==> src/rtl/rx_block_packer.sv <==
// Packs received I2C bytes into BLOCK_BYTES-wide blocks for the Triple-DES core.
// The block is double-buffered: an assembly register feeds an output register
// that uses a valid/ready handshake. When the macro RXPK_ZERO_PAD_EN is defined,
// a partial block at frame stop is zero-padded and then delivered.
module rx_block_packer #(
  parameter int unsigned BLOCK_BYTES = 8,
  parameter bit          MSB_FIRST   = 1'b1
) (
  input  logic                     clk,
  input  logic                     rst,
  input  logic [7:0]               rx_data,
  input  logic                     byte_strobe,
  input  logic                     frame_start,
  input  logic                     frame_stop,
  input  logic                     block_ready,
  input  logic                     err_clr,
  output logic [8*BLOCK_BYTES-1:0] block_out,
  output logic                     block_valid,
  output logic                     rx_full,
  output logic [3:0]               byte_count,
  output logic                     overflow,
  output logic                     partial_err
);

  localparam int unsigned W    = 8 * BLOCK_BYTES;
  localparam logic [3:0]  LAST = 4'(BLOCK_BYTES - 1);

  typedef enum logic [1:0] {EMPTY, FILL, FULL} state_t;

  state_t         state, state_n;
  logic [W-1:0]   asm_q, asm_n;
  logic [W-1:0]   out_n;
  logic [3:0]     cnt_n;
  logic           valid_n, ovf_n, perr_n;
  logic           drain, complete;

  // Bit position of the low bit of byte slot i within the block.
  function automatic int unsigned slot_lsb(input int unsigned i);
    return MSB_FIRST ? (W - 8 - 8 * i) : (8 * i);
  endfunction

  always_ff @(posedge clk) begin
    if (rst) begin
      state       <= EMPTY;
      asm_q       <= '0;
      block_out   <= '0;
      block_valid <= 1'b0;
      rx_full     <= 1'b0;
      byte_count  <= '0;
      overflow    <= 1'b0;
      partial_err <= 1'b0;
    end else begin
      state       <= state_n;
      asm_q       <= asm_n;
      block_out   <= out_n;
      block_valid <= valid_n;
      rx_full     <= (state_n == FULL);
      byte_count  <= cnt_n;
      overflow    <= ovf_n;
      partial_err <= perr_n;
    end
  end

  // Next-state logic. The order of evaluation is: frame_start, then the byte
  // write, then frame_stop, and finally block completion.
  always_comb begin
    state_n  = state;
    asm_n    = asm_q;
    out_n    = block_out;
    valid_n  = block_valid;
    cnt_n    = byte_count;
    ovf_n    = overflow & ~err_clr;
    perr_n   = partial_err & ~err_clr;
    complete = 1'b0;
    drain    = block_valid & block_ready;

    if (drain) valid_n = 1'b0;

    if (state == FULL) begin
      if (byte_strobe) ovf_n = 1'b1;
      if (drain) begin
        out_n   = asm_q;
        valid_n = 1'b1;
        asm_n   = '0;
        state_n = EMPTY;
      end
    end else begin
      if (frame_start) begin
        asm_n = '0;
        cnt_n = '0;
      end
      if (byte_strobe) begin
        for (int unsigned i = 0; i < BLOCK_BYTES; i++) begin
          if (cnt_n == 4'(i)) asm_n[slot_lsb(i) +: 8] = rx_data;
        end
        if (cnt_n == LAST) complete = 1'b1;
        else               cnt_n    = cnt_n + 4'd1;
      end
      if (frame_stop && !complete && (cnt_n != 4'd0)) begin
        perr_n = 1'b1;
`ifdef RXPK_ZERO_PAD_EN
        // The unfilled slots are already zero because the assembly register
        // is cleared at every block boundary.
        complete = 1'b1;
`else
        asm_n = '0;
        cnt_n = '0;
`endif
      end
      if (complete) begin
        cnt_n = '0;
        if (!block_valid || drain) begin
          out_n   = asm_n;
          valid_n = 1'b1;
          asm_n   = '0;
          state_n = EMPTY;
        end else begin
          state_n = FULL;
        end
      end else begin
        state_n = (cnt_n == 4'd0) ? EMPTY : FILL;
      end
    end
  end

endmodule

==> config.mk <==
export PLATFORM = sky130hd
export DESIGN_NAME = rx_block_packer
export DESIGN_NICKNAME = d
export VERILOG_FILES = /design/src/rtl/rx_block_packer.sv
export SDC_FILE = /design/constraint.sdc
export NUM_CORES = 1
export LEC_CHECK = 0
export CAP_MARGIN = 10
export CORE_MARGIN = 8
export CORE_UTILIZATION = 50
export DETAILED_ROUTE_END_ITERATION = 8
export GPL_TIMING_DRIVEN = 0
export PLACE_DENSITY = 0.73
export RECOVER_POWER = 50
export SYNTH_ARGS = -nofsm -noshare
export SYNTH_HDL_FRONTEND = slang
export SYNTH_SLANG_ARGS = --single-unit
export TNS_END_PERCENT = 5
==> constraint.sdc <==
create_clock -name clk -period 4.9 [get_ports clk]
set_clock_uncertainty 0.15 [all_clocks]
set_input_delay 0.98 -clock clk [delete_from_list [all_inputs] [get_ports clk]]
set_output_delay 0.98 -clock clk [all_outputs]
set_load 0.03 [all_outputs]
Word-level counts from Yosys, hierarchy flattened
Index checks and enable logic that the tools add are counted.

word-level totals
  bits of input ports = 15
  flip-flop bits (word level) = 138
  output and inout port bits = 72
  word-level logic and storage cells = 78

operators by class
  equality and inequality tests = 10
  reduce and logical (&&, ||, !) cells = 11
  bitwise logic cells = 4
  mux-type cells = 44
  $add $sub $neg = 1

operator list
  cell                                           count
  2-to-1 mux 64 bit                              11
  2-to-1 mux 8 bit                               8
  2-to-1 mux 4 bit                               8
  == test 4 x 3 -> 1 bit, second input constant  4
  2-to-1 mux 1 bit                               13
  == test 4 x 2 -> 1 bit, second input constant  2
  logical NOT 4 bit                              2
  2-to-1 mux 2 bit                               4
  adder 4 x 1 -> 4 bit, second input constant    1
  == test 2 bit, second input constant           2
  == test 4 x 1 -> 1 bit, second input constant  1
  nonzero test 2 bit                             2
  nonzero test 4 bit                             1
  AND 1 bit                                      3
  AND reduction 3 bit                            1
  logical AND 1 bit                              2
  logical NOT 1 bit                              2
  inequality test 2 bit, second input constant   1
  logical OR 1 bit                               1
  NOT 1 bit                                      1

Logic depth before layout (Yosys ltp)
  depth after elaboration = 16
  mapped depth = 13

Least setup slack after synthesis
Ideal clock, no wire load.

  path type = input to register
  start = input port frame_start
  end = register block_out[33]
  buffers on the path = 5
  stages = 13
  slack = 0.754 ns
  required time = 4.654 ns
  data arrival time = 3.901 ns
  path through = buf_2 > buf_1 > buf_1 > nand2b_1 > inv_1 > ha_1 > nor4bb_1 > or4_4 > a211oi_4 > nor2_1 > buf_4 > buf_6 > o41ai_2

between the ends
  cells in the longest elaborated chain, start to end = 13
  elaborated cells on any way between the ends = 24
  those cells by class = add/sub (1); eq/ne (2); mux (15); reduce/logical (6)

ends and longest elaborated chain
  element                                                        RTL line  text
  start: declaration                                             13        input logic frame_start,
  branches (longest 13 deep; another with adder 4 x 1 -> 4 bit)  --
  end signal: assignment                                         55        block_out <= out_n;
  end: declaration                                               17        output logic [8*BLOCK_BYTES-1:0] block_out,

Several ways; the timed one is not identified. The select of a mux whose other input is x is not followed.
A chain may end at the register's enable or synchronous reset.

Worst setup path in the final report
  start = input port frame_start
  end = register asm_q[55]

between the ends
  cells in the longest elaborated chain, start to end = 13
  elaborated cells on any way between the ends = 22
  those cells by class = add/sub (1); eq/ne (2); mux (15); reduce/logical (4)

ends and longest elaborated chain
  element                                                        RTL line  text
  branches (longest 11 deep; another with adder 4 x 1 -> 4 bit)  --
  2-to-1 mux 64 bit (*)                                          110       if (complete) begin
  2-to-1 mux 64 bit (*)                                          79        if (state == FULL) begin
  end signal: assignment                                         54        asm_q <= asm_n;
  end: declaration                                               31        logic [W-1:0] asm_q, asm_n;

Mark *: on every way between the ends. The select of a mux whose other input is x is not followed.

==> flow_metrics.tcl <==
set metrics [dict create \
    period_minus_slack_ns 4.62 \
    ys.flop_type "dfxtp_1" \
    crit_arrival_ns 4.82 \
    worstPathMaxFanout 19 \
    max_slew_margin_pct 44.0 \
    busiest_layer "met2" \
    groute.layer.met1.usage_pct 33.1 \
    hold_end "asm_q[51]" \
    rows 44 \
    grt_max_degree 20 \
    ys_top_cells_by_area "dfxtp_1 38%, o41ai_2 7.8%, o21ai_0 7.0%" \
    drcViolationCount 0 \
    die-area_sq_mm 0.0188 \
    clock-sinks 138 \
    final_antenna_net_count 0 \
    slew_viol_final 0 \
    antenna_found_initial 0 \
    rsz0062_at_grt "false" \
    p_leak_nw 3.18 \
    r2r_slack_ns 1.45 \
    grt_first_pass_wirelength_um 37000 \
    reg2regPathDepth 10 \
    final.period_utilization_pct 94.3 \
    yosysTopAreaCell "dfxtp_1" \
    clockBufferDepth 2 \
    end_kind "register" \
    met2_usage_pct 37.5 \
    hold_buffers 0 \
    maxCapViolCount 0 \
    peakVddDrop_mv 0.208 \
    io_buffers 78 \
    cts-root-buf "clkbuf_16" \
    grt.overflow.total 0 \
    synth.avg_cell_area_sq_um 8.17 \
    n_antenna_cell 0 \
    yosys-top-cells-count "138 x dfxtp_1, 103 x o21ai_0, 100 x nand2_1" \
    drive_above_1_share_pct 8.45 \
    via_per_inst 6.15 \
    place_congestion 0.869 \
    cts_setup_buffers 0 \
    synth-edff-count 0 \
    hold_path_class "reg -> reg" \
    cts_resized 1 \
    vias 7316 \
    io_pins 87 \
    worstReg2RegEnd "asm_q[55]" \
    worstSetupStartpointType "input port" \
    synth_cells 897 \
    clock_latency_ns 0.43 \
    cts-buffers-inserted 17 \
    cts-htree-levels 4 \
    setup_viol 0 \
    path_class "in -> reg" \
    hold_start "asm_q[51]" \
    core-area_sq_mm 0.0144 \
    syn_area_sq_mm 0.00733 \
    initial_core_util_pct 50.8 \
    synth_warnings 0 \
    synth_cell_types 38 \
    area_growth_pct 22.5 \
    hold_viol_final 0 \
    cp.required_ns 5.10 \
    grtUsageMet3_pct 5.32 \
    fin_nets 1012 \
    finalSetupTns_ns 0 \
    clkTransAtPathRegs_ns 0.06 \
    cts_tree "done" \
    hold_slack_ns 0.321 \
    num-fill-cells 1329 \
    seq_area_frac_synth_pct 37.7 \
    powerDensity_mw_per_mm2 298 \
    grt_pass1_vias 7012 \
    holdPathStages 2 \
    worstMarginPinSlew_ns 0.841 \
    syn_nets 916 \
    async_flop_share_pct 0 \
    totalWireLength_um 23000 \
    dr.first_iter.drc_count 723 \
    die-height_um 137 \
    synth.most_common_cell "dfxtp_1" \
    die_w_um 137 \
    status "finished, final reports clean" \
    r2r-start "byte_count[0]" \
    yosys_register_bits 138 \
    wl_per_cell_um 19.3 \
    hpwlAfterDp_um 15500 \
    grt_usage_pct 24.9 \
    synth_top_area_share_pct 37.7 \
    fmax_mhz 216 \
    first_pass_iters 7 \
]
-- per-layer routing --
layer	up-vias	share of wire, %
li1	3458	-
met3	52	8.2
met2	298	45
met1	3508	44
met4	0	3.1
met5	-	0
-- report_power, final --
group          internal [W]  switching [W]
Combinational     0.0000338       0.000112
Clock              0.000891       0.000507
Sequential          0.00113     0.00000377
Total               0.00205       0.000623
-- state kept, by name, summed over array words and instances, names as in the netlist --
| signal | cells |
|---|---|
| partial_err | 1 |
| byte_count | 4 |
| asm_q | 64 |
| block_out | 64 |
| state | 2 |
| overflow | 1 |
| rx_full | 1 |
| block_valid | 1 |
-- how the worst max path moves through the flow --
stage	start	to	cells past startpoint
finish	frame_start	asm_q[55]	13
global placement	frame_start	asm_q[57]	14
global route	frame_start	asm_q[58]	13
detailed placement	frame_start	asm_q[54]	14
CTS	frame_start	asm_q[55]	13
floorplan	frame_start	block_out[33]	13
-- cell type report --
type	count	area, sq um	area share [%]
buffer	102	419	4.67
clock buffer	21	470	5.24
clock inverter	11	168	1.87
inverter	4	15.0	0.167
multi-input combinational	652	4130	46.0
sequential	138	2760	30.8
tap	184	230	2.57
timing repair buffer	78	781	8.70
-- stage by stage --
step           std cells  power [W]  utilization [%]  area (sq um)  setup slack, ns
2_1_floorplan        897    0.00124                -          7330            0.754
3_3_place_gp        1159    0.00130             57.8          8340           -0.593
3_5_place_dp        1159    0.00130             57.8          8340           -0.644
4_1_cts             1190    0.00267             62.2          8970            0.293
5_1_grt             1190    0.00273             62.2          8970           0.0104
6_report            1190    0.00267             62.2          8970            0.280
-- kinds of logic after synthesis --
logic type | Yosys count | synth area share (%)
AO/OA/AOI/OAI | 352 | 35.0
XOR/XNOR | 1 | 0.120
adder cells (fa/ha/maj) | 4 | 0.683
buffers and inverters | 107 | 5.98
flip-flops | 138 | 37.7
multiplexers | 11 | 1.66
AND/OR/NAND/NOR | 284 | 18.9
-- cell usage in the layout, fill, tap and decap left out, types with 22 or more instances in the layout --
master	Yosys	final
nand2_1	100	100
a21oi_1	73	73
o211ai_1	24	24
o21a_1	63	63
nand2b_1	22	22
clkbuf_1	80	82
nor2_1	73	73
dfxtp_1	138	138
o221ai_1	39	39
o21ai_0	103	103
nor3b_1	40	40
o41ai_2	35	35
dlygate4sd3_1	0	72
-- critical path, stage by stage --
cell and delay, ns:
clkdlybuf4s50_1 0.51, buf_2 0.23, clkbuf_4 0.34, nand2b_1 0.21, inv_1 0.08, ha_1 0.28, nor4bb_1 0.20, or4_4 0.44
a211oi_4 0.52, o21ai_1 0.22, clkbuf_1 0.29, clkbuf_1 0.29, o21ai_0 0.22
Power figures use the tool's default switching activity.
